### src/rtl/multi_port_stream_drainer_if.sv
// Handshake bundle for multi_port_stream_drainer: wide lane input side,
// single-lane output side and flush. slave = drainer, master = its peers.
interface multi_port_stream_drainer_if #(
    parameter int InWidth   = 2,
    parameter int DataWidth = 32
);
    logic [InWidth-1:0]                in_vld_i;
    logic [InWidth-1:0][DataWidth-1:0] in_payload_i;
    logic [InWidth-1:0]                in_rdy_o;
    logic                              out_vld_o;
    logic [DataWidth-1:0]              out_payload_o;
    logic                              out_last_o;
    logic                              out_rdy_i;
    logic                              flush_i;

    modport slave (
        input  in_vld_i, in_payload_i, out_rdy_i, flush_i,
        output in_rdy_o, out_vld_o, out_payload_o, out_last_o
    );

    modport master (
        output in_vld_i, in_payload_i, out_rdy_i, flush_i,
        input  in_rdy_o, out_vld_o, out_payload_o, out_last_o
    );
endinterface

### src/rtl/multi_port_stream_drainer.sv
// Captures a contiguous prefix of valid input lanes and replays it one
// entry per cycle. Ports: clk, rstn (async low), bus (slave modport).
module multi_port_stream_drainer #(
    parameter int InWidth   = 2,
    parameter int DataWidth = 32
) (
    input  logic                           clk,
    input  logic                           rstn,
    multi_port_stream_drainer_if.slave     bus
);
    localparam int CW = $clog2(InWidth + 1);
    localparam int IW = (InWidth > 1) ? $clog2(InWidth) : 1;

    logic [DataWidth-1:0] buf_q [InWidth];
    logic [CW-1:0]        cnt_q, cnt_d, k;
    logic [IW-1:0]        rd_idx_q, rd_idx_d;
    logic [InWidth-1:0]   fire;
    logic                 out_vld, last, out_fire, load_ok, run;

    assign out_vld  = (cnt_q != '0);
    assign last     = out_vld && (CW'(rd_idx_q) == cnt_q - CW'(1));
    assign out_fire = out_vld && bus.out_rdy_i;
    // rstn gating keeps ready low while the block is held in reset
    assign load_ok  = rstn && !bus.flush_i && (!out_vld || (out_fire && last));

    assign bus.out_vld_o  = out_vld;
    assign bus.out_last_o = last;

    always_comb begin
        bus.out_payload_o = buf_q[0];
        for (int i = 0; i < InWidth; i++) begin
            if (IW'(i) == rd_idx_q) bus.out_payload_o = buf_q[i];
        end
    end

    // Ready only over the unbroken run of valid lanes starting at lane 0
    always_comb begin
        run  = load_ok;
        fire = '0;
        k    = '0;
        for (int i = 0; i < InWidth; i++) begin
            run     = run & bus.in_vld_i[i];
            fire[i] = run;
            if (run) k = CW'(i + 1);
        end
    end

    assign bus.in_rdy_o = fire;

    // A load in the same cycle as draining the last entry takes priority
    always_comb begin
        cnt_d    = cnt_q;
        rd_idx_d = rd_idx_q;
        if (bus.flush_i) begin
            cnt_d    = '0;
            rd_idx_d = '0;
        end else if (k != '0) begin
            cnt_d    = k;
            rd_idx_d = '0;
        end else if (out_fire) begin
            if (last) begin
                cnt_d    = '0;
                rd_idx_d = '0;
            end else begin
                rd_idx_d = rd_idx_q + IW'(1);
            end
        end
    end

    always_ff @(posedge clk or negedge rstn) begin
        if (!rstn) begin
            cnt_q    <= '0;
            rd_idx_q <= '0;
        end else begin
            cnt_q    <= cnt_d;
            rd_idx_q <= rd_idx_d;
        end
    end

    always_ff @(posedge clk) begin
        for (int i = 0; i < InWidth; i++) begin
            if (fire[i]) buf_q[i] <= bus.in_payload_i[i];
        end
    end
endmodule

### src/flat_wrapper.sv
// flat-port wrapper written by rule: the top's interface ports become plain ports
module multi_port_stream_drainer_flat 
#(
    parameter int InWidth   = 2,
    parameter int DataWidth = 32
)
  (clk, rstn, bus_in_vld_i, bus_in_payload_i, bus_out_rdy_i, bus_flush_i, bus_in_rdy_o, bus_out_vld_o, bus_out_payload_o, bus_out_last_o);
  multi_port_stream_drainer_if #(.InWidth(InWidth), .DataWidth(DataWidth)) bus_i ();
  input  logic clk;
  input  logic rstn;
  input wire logic [$bits(bus_i.in_vld_i)-1:0] bus_in_vld_i;
  input wire logic [$bits(bus_i.in_payload_i)-1:0] bus_in_payload_i;
  input wire logic [$bits(bus_i.out_rdy_i)-1:0] bus_out_rdy_i;
  input wire logic [$bits(bus_i.flush_i)-1:0] bus_flush_i;
  output wire logic [$bits(bus_i.in_rdy_o)-1:0] bus_in_rdy_o;
  output wire logic [$bits(bus_i.out_vld_o)-1:0] bus_out_vld_o;
  output wire logic [$bits(bus_i.out_payload_o)-1:0] bus_out_payload_o;
  output wire logic [$bits(bus_i.out_last_o)-1:0] bus_out_last_o;
  assign bus_i.in_vld_i = bus_in_vld_i;
  assign bus_i.in_payload_i = bus_in_payload_i;
  assign bus_i.out_rdy_i = bus_out_rdy_i;
  assign bus_i.flush_i = bus_flush_i;
  assign bus_in_rdy_o = bus_i.in_rdy_o;
  assign bus_out_vld_o = bus_i.out_vld_o;
  assign bus_out_payload_o = bus_i.out_payload_o;
  assign bus_out_last_o = bus_i.out_last_o;
  multi_port_stream_drainer #(.InWidth(InWidth), .DataWidth(DataWidth)) u_core (.clk(clk), .rstn(rstn), .bus(bus_i));
endmodule
### config.mk
export PLATFORM = sky130hd
export DESIGN_NAME = multi_port_stream_drainer_flat
export DESIGN_NICKNAME = d
export VERILOG_FILES = /design/src/rtl/multi_port_stream_drainer_if.sv /design/src/rtl/multi_port_stream_drainer.sv /design/src/flat_wrapper.sv
export SDC_FILE = /design/constraint.sdc
export NUM_CORES = 1
export LEC_CHECK = 0
export ABC_CLOCK_PERIOD_IN_PS = 4500
export CAP_MARGIN = 20
export CORE_ASPECT_RATIO = 0.75
export CORE_MARGIN = 5
export CORE_UTILIZATION = 43
export DETAILED_ROUTE_END_ITERATION = 16
export GPL_ROUTABILITY_DRIVEN = 0
export HOLD_SLACK_MARGIN = 0.12
export PLACE_DENSITY = 0.82
export SYNTH_ARGS = -nofsm -noshare
export SYNTH_HDL_FRONTEND = slang
export SYNTH_SLANG_ARGS = --single-unit
### constraint.sdc
create_clock -name clk -period 4.5 [get_ports clk]
set_input_delay 0.45 -clock clk [delete_from_list [all_inputs] [get_ports clk]]
set_output_delay 0.45 -clock clk [all_outputs]
set_load 0.03 [all_outputs]
==> impl_metrics.toml, run 1 <==
[sta]
min_period_ps = 2930
drv_slew = 0
finalSetupTns_ps = 0
worst_slew_pin_slew_ps = 463
rsz0062_at_grt = "no"
setup_viol = 0
finClkSkew_ps = 7.74
relSlewSlack = 0.691
fin_crit_sh = 0.650
max_clock_freq_mhz = 342
hold_violations = 0

[drt]
routed_wl_um = 5530
drtIter0Drc = 50
drc = 0
via_count = 1537
viasPerCell = 4.70
drtPass1Iterations = 4
ant_nets = 0
avgRoutedWirePerCell_um = 16.9

[synthesis]
ys_warn_count = 0
synth_fa_ha_area_frac = 0.00484
async_flop_share = 0.0448
synth-edff-count = 64
synth_xor_area_frac = 0.00629
synth_top_area_frac = 0.743
ys_ff_latch = 67
syn_inst = 131
yosys.area_share.simple = 0.0358
synth_cell_types = 25
synth.yosys.seq_area_share = 0.772
synth_ff_type = "edfxtp_1"
synth_compound_area_frac = 0.0242
synth_top_area_cell = "edfxtp_1"
syn_avg_cell_area_sq_um = 19.7
synthMuxAreaShare = 0.139
syn_area_sq_um = 2590
synth_area_leaders = "edfxtp_1, mux2_2, dfrtp_1"
synth_top_family_by_area = "multiplexers"
synth_nets = 202

[finish]
diodes = 0
fillers = 391
drive_above_1_share = 0.229
nets = 316
area_growth_pct = 51.7
finalInstanceArea_sq_um = 3920

[cts]
post_cts_buffers = 0
post_cts_resized = 0
cts_tree = "yes"
clkSlewWorstSetupHoldPaths_ps = 70
cts_num_sinks = 67
clk_path_buf_depth = 2
postCtsHoldBufs = 0
clock_latency_ps = 330
cts_root_buffer = "clkbuf_8"
numCtsBuffers = 9
htree_levels = 3

[floorplan]
start_util = 0.444
ios = 106
num_rows = 24
die_y_um = 77.2
die_w_um = 99.6
coreArea_sq_um = 5830
dieArea_sq_um = 7680

[critical_path]
worst_path_max_delay_cell = "clkdlybuf4s50_1"
critPathMaxStageDelay_ps = 750
path_cells = "buf_4 -> xor2_2 -> a21oi_2 -> nor3_2 -> clkdlybuf4s50_1"
required_ps = 4050
crit_family = "buffers and inverters"
cp.buffers_inverters = 2
endpoint_kind = "primary output"
path_class = "flop to primary output"
startpoint_type = "flop"
worst-path-max-fanout = 33
worst_ep_arrival_time_ps = 2480

[power]
p_leak_nw = 1.34
ir_worst_vdd_mv = 0.221
p_per_area_nw_per_um2 = 347

[placed_design]
place_hpwl_um = 4050
portBuffers = 105
place_area_sq_um = 3730

[global_route]
antenna_found_initial = 0
grt_max_degree = 34
overflow = 0
grt_pass1_vias = 1751
grtUsageTotal = 0.149
grt_first_pass_wirelength_um = 8580

[min_path]
hold_path.class = "input port to asynchronous set/reset pin"

[run]
maxCapViolations = 0

[status]
outcome = "finished, final reports clean"
-- synthesized netlist by cell type, drive strengths merged (2+ instances only) --
| cell type | n |
|---|---|
| buf | 5 |
| nor3 | 2 |
| a21oi | 3 |
| edfxtp | 64 |
| nand3 | 2 |
| mux2 | 32 |
| dfrtp | 3 |
| nand2 | 2 |
| inv | 4 |
-- logic make-up (layout without fill, tap and decap cells) --
group,count (synthesis),after routing
AO/OA/AOI/OAI,7,7
XOR/XNOR,1,1
adder cells (fa/ha/maj),1,1
buffers and inverters,9,127
flip-flops,67,67
multiplexers,32,32
AND/OR/NAND/NOR,14,14
-- registers in the layout (all words and copies together) (netlist names) --
register         flops
u_core.cnt_q         2
u_core.buf_q        64
u_core.rd_idx_q      1
-- layout make-up --
type / count / area [sq um] / share of cell area
clock inverter: 6 / 67.6 / 0.0172
clock buffer: 9 / 124 / 0.0316
sequential: 67 / 2000 / 0.509
inverter: 4 / 15.0 / 0.00383
tap: 78 / 97.6 / 0.0249
multi-input combinational: 55 / 549 / 0.140
timing repair buffer: 108 / 1070 / 0.274
-- worst paths after layout --
| check | start | to | slack, ps | cells past startpoint |
|---|---|---|---|---|
| max | u_core.rd_idx_q$_DFFE_PN0P_ | bus_in_rdy_o[0] | 1570 | 5 |
| min | rstn | u_core.rd_idx_q$_DFFE_PN0P_ | 340 | 1 |
| max reg2reg | u_core.rd_idx_q$_DFFE_PN0P_ | u_core.buf_q[0][16]$_DFFE_PN_ | 2310 | 5 |
| min reg2reg | u_core.rd_idx_q$_DFFE_PN0P_ | u_core.rd_idx_q$_DFFE_PN0P_ | 600 | 2 |
| max in group asynchronous | rstn | u_core.cnt_q[0]$_DFFE_PN0P_ | 3980 | 1 |
| min in group clk | u_core.rd_idx_q$_DFFE_PN0P_ | u_core.rd_idx_q$_DFFE_PN0P_ | 600 | 2 |
-- report_power, final --
part	leakage (nW)	internal [mW]	switching, mW
clock	0.0913	0.253	0.217
sequential	0.624	0.701	0.00441
combinational	0.623	0.103	0.0818
total	1.34	1.06	0.303
-- cell usage in the layout, fill, tap and decap left out, drive strengths merged, types with 2 or more instances in the layout --
master | synthesis | final
clkinvlp | 0 | 2
mux2 | 32 | 32
edfxtp | 64 | 64
buf | 5 | 3
nand2 | 2 | 2
clkdlybuf4s50 | 0 | 105
clkinv | 0 | 3
nor3 | 2 | 2
clkbuf | 0 | 9
nand3 | 2 | 2
dfrtp | 3 | 3
a21oi | 3 | 3
inv | 4 | 4
-- per-stage QoR --
step	hold WS (ps)	total power [mW]	cells	setup WS (ps)	util
floorplan	154	0.800	131	155	-
global placement	558	0.903	312	1820	0.641
detailed placement	586	0.906	312	1820	0.641
CTS	314	1.38	327	1510	0.674
global route	323	1.41	327	1410	0.674
finish	335	1.36	327	1570	0.674
-- worst register-to-register path: stages (launching register included) --
cell and delay (ps):
dfrtp_1 400, buf_4 440, xor2_2 240, a21oi_2 110, nor3_2 210, buf_4 420
-- routing by layer --
layer | routed length, um | global-route usage
met1 | 2430 | 0.182
met2 | 2500 | 0.223
met3 | 530 | 0.0816
met4 | 66 | 0.0559
met5 | 0 | 0
No activity file was read; power rests on OpenSTA's default activity.
==> run 2, diff against run 1 <==
Settings changed: ABC_CLOCK_PERIOD_IN_PS 4500 to 3100.
Clock period 4.5 ns to 3.1 ns, I/O delays scaled along.
==> run 2 against run 1 <==
Critical path depth up 1. Sequential share of layout area down 0.43 points. Clock skew down 1.8 ps. Utilization up 0.58 points. Sequential power up 44%. Largest power group unchanged.
==> impl_metrics.toml, run 2 (synthesis gave the netlist of run 1 again) <==
[cts]
post_cts_buffers = 0
postCtsHoldBufs = 0
clock_latency_ps = 330
post_cts_resized = 0
numCtsBuffers = 9
cts_tree = "yes"
htree_levels = 3
clkSlewWorstSetupHoldPaths_ps = 70
cts_num_sinks = 67
cts_root_buffer = "clkbuf_8"
clk_path_buf_depth = 2

[critical_path]
worst_ep_arrival_time_ps = 2250
critPathMaxStageDelay_ps = 510
rr_worst_depth = 6
path_cells = "inv_1 -> ha_1 -> and2_1 -> a21oi_2 -> nor3_4 -> buf_4"
worst_path_max_delay_cell = "nor3_4"
startpoint_type = "flop"
path_depth = 6
endpoint_kind = "primary output"
crit_family = "simple AND/OR/NAND/NOR gates"
cp.buffers_inverters = 2
path_class = "flop to primary output"
required_ps = 2790
worst-path-max-fanout = 11

[power]
ir_worst_vdd_mv = 0.336
p_per_area_nw_per_um2 = 518
p_leak_nw = 1.37

[placed_design]
place_hpwl_um = 4510
place_area_sq_um = 3750
place_ws_ps = 792
portBuffers = 105

[finish]
finalInstanceArea_sq_um = 3960
drive_above_1_share = 0.234
top_regs = "u_core.buf_q: 64 flops, u_core.cnt_q: 2 flops, u_core.rd_idx_q: 1 flops"
mostFrequentLayoutCells = "clkdlybuf4s50_1, edfxtp_1, mux2_2"
fillers = 418
diodes = 0
nets = 318
largest-register = "u_core.buf_q"
largest_reg_flops = 64
mostFrequentLayoutCell = "clkdlybuf4s50_1"
area_growth_pct = 53.0

[sta]
rsz0062_at_grt = "no"
hold_ws_ps = 200
max_clock_freq_mhz = 391
drv_slew = 0
finalWorstSetupSlack_ps = 541
setup_viol = 0
finClkSkew_ps = 5.98
hold_violations = 0
finalSetupTns_ps = 0
min_period_ps = 2560
worst_slew_pin_slew_ps = 565
relSlewSlack = 0.622
fin_crit_sh = 0.825

[drt]
drc = 0
avgRoutedWirePerCell_um = 18.2
drtPass1Iterations = 4
ant_nets = 0
routed_wl_um = 5990
viasPerCell = 4.86
drtIter0Drc = 67
via_count = 1604

[global_route]
grt_first_pass_wirelength_um = 9320
grt_max_degree = 29
met3_usage = 0.0825
grt_pass1_vias = 1774
grtUsageMet2 = 0.227
top_usage_layer = "met2"
grtUsageTotal = 0.164
overflow = 0
antenna_found_initial = 0
grt_util_met1 = 0.219

[floorplan]
ios = 106
die_y_um = 77.2
coreArea_sq_um = 5830
start_util = 0.444
die_w_um = 99.6
num_rows = 24
dieArea_sq_um = 7680

[status]
outcome = "finished, final reports clean"

[min_path]
hold_path.class = "input port to asynchronous set/reset pin"

[run]
maxCapViolations = 0
==> run 2: through the flow <==
step	util	std cells	power (mW)
finish	0.679	330	2.05
global route	0.679	330	2.14
CTS	0.679	330	2.08
detailed placement	0.643	314	1.32
global placement	0.643	314	1.32
floorplan	-	131	1.16
==> run 2: layer usage <==
metal  up-vias  wire, um  part of all wire
met5         -         0                 0
met4         0        75             0.013
met1       770      2770              0.46
met2        84      2590              0.43
met3         6       562             0.094
li1        744         -                 -
==> run 2: final cells by class <==
class	count	area [sq um]	area share
Timing Repair Buffer	110	1080	0.274
Multi-Input combinational cell	55	556	0.140
Sequential cell	67	2000	0.505
Tap cell	78	97.6	0.0247
Inverter	4	15.0	0.00379
Clock inverter	5	77.6	0.0196
Clock buffer	11	131	0.0332
==> run 2: path summary, 6_finish.rpt <==
path / startpoint / endpoint / slack (ps)
worst min register to register: u_core.cnt_q[0]$_DFFE_PN0P_ / u_core.cnt_q[0]$_DFFE_PN0P_ / 660
max in group asynchronous: rstn / u_core.cnt_q[0]$_DFFE_PN0P_ / 2700
worst max register to register: u_core.cnt_q[0]$_DFFE_PN0P_ / u_core.buf_q[0][0]$_DFFE_PN_ / 810
worst min-delay path: rstn / u_core.cnt_q[1]$_DFFE_PN0P_ / 200
worst max-delay path: u_core.cnt_q[0]$_DFFE_PN0P_ / bus_in_rdy_o[0] / 540
min in group clk: bus_in_payload_i[47] / u_core.buf_q[0][47]$_DFFE_PP_ / 530
==> run 2: worst register-to-register path, cell delays in order (launching register included) <==
cell and delay, ps:
dfrtp_1 420, inv_1 70, ha_1 350, and2_1 200
a21oi_2 110, nor3_4 510, buf_4 330
==> run 2: report_power, final <==
group / internal [mW] / total [mW] / leakage [nW] / switching (mW)
clock: 0.451 / 0.753 / 0.105 / 0.302
combinational: 0.151 / 0.274 / 0.637 / 0.122
sequential: 1.02 / 1.02 / 0.624 / 0.00624
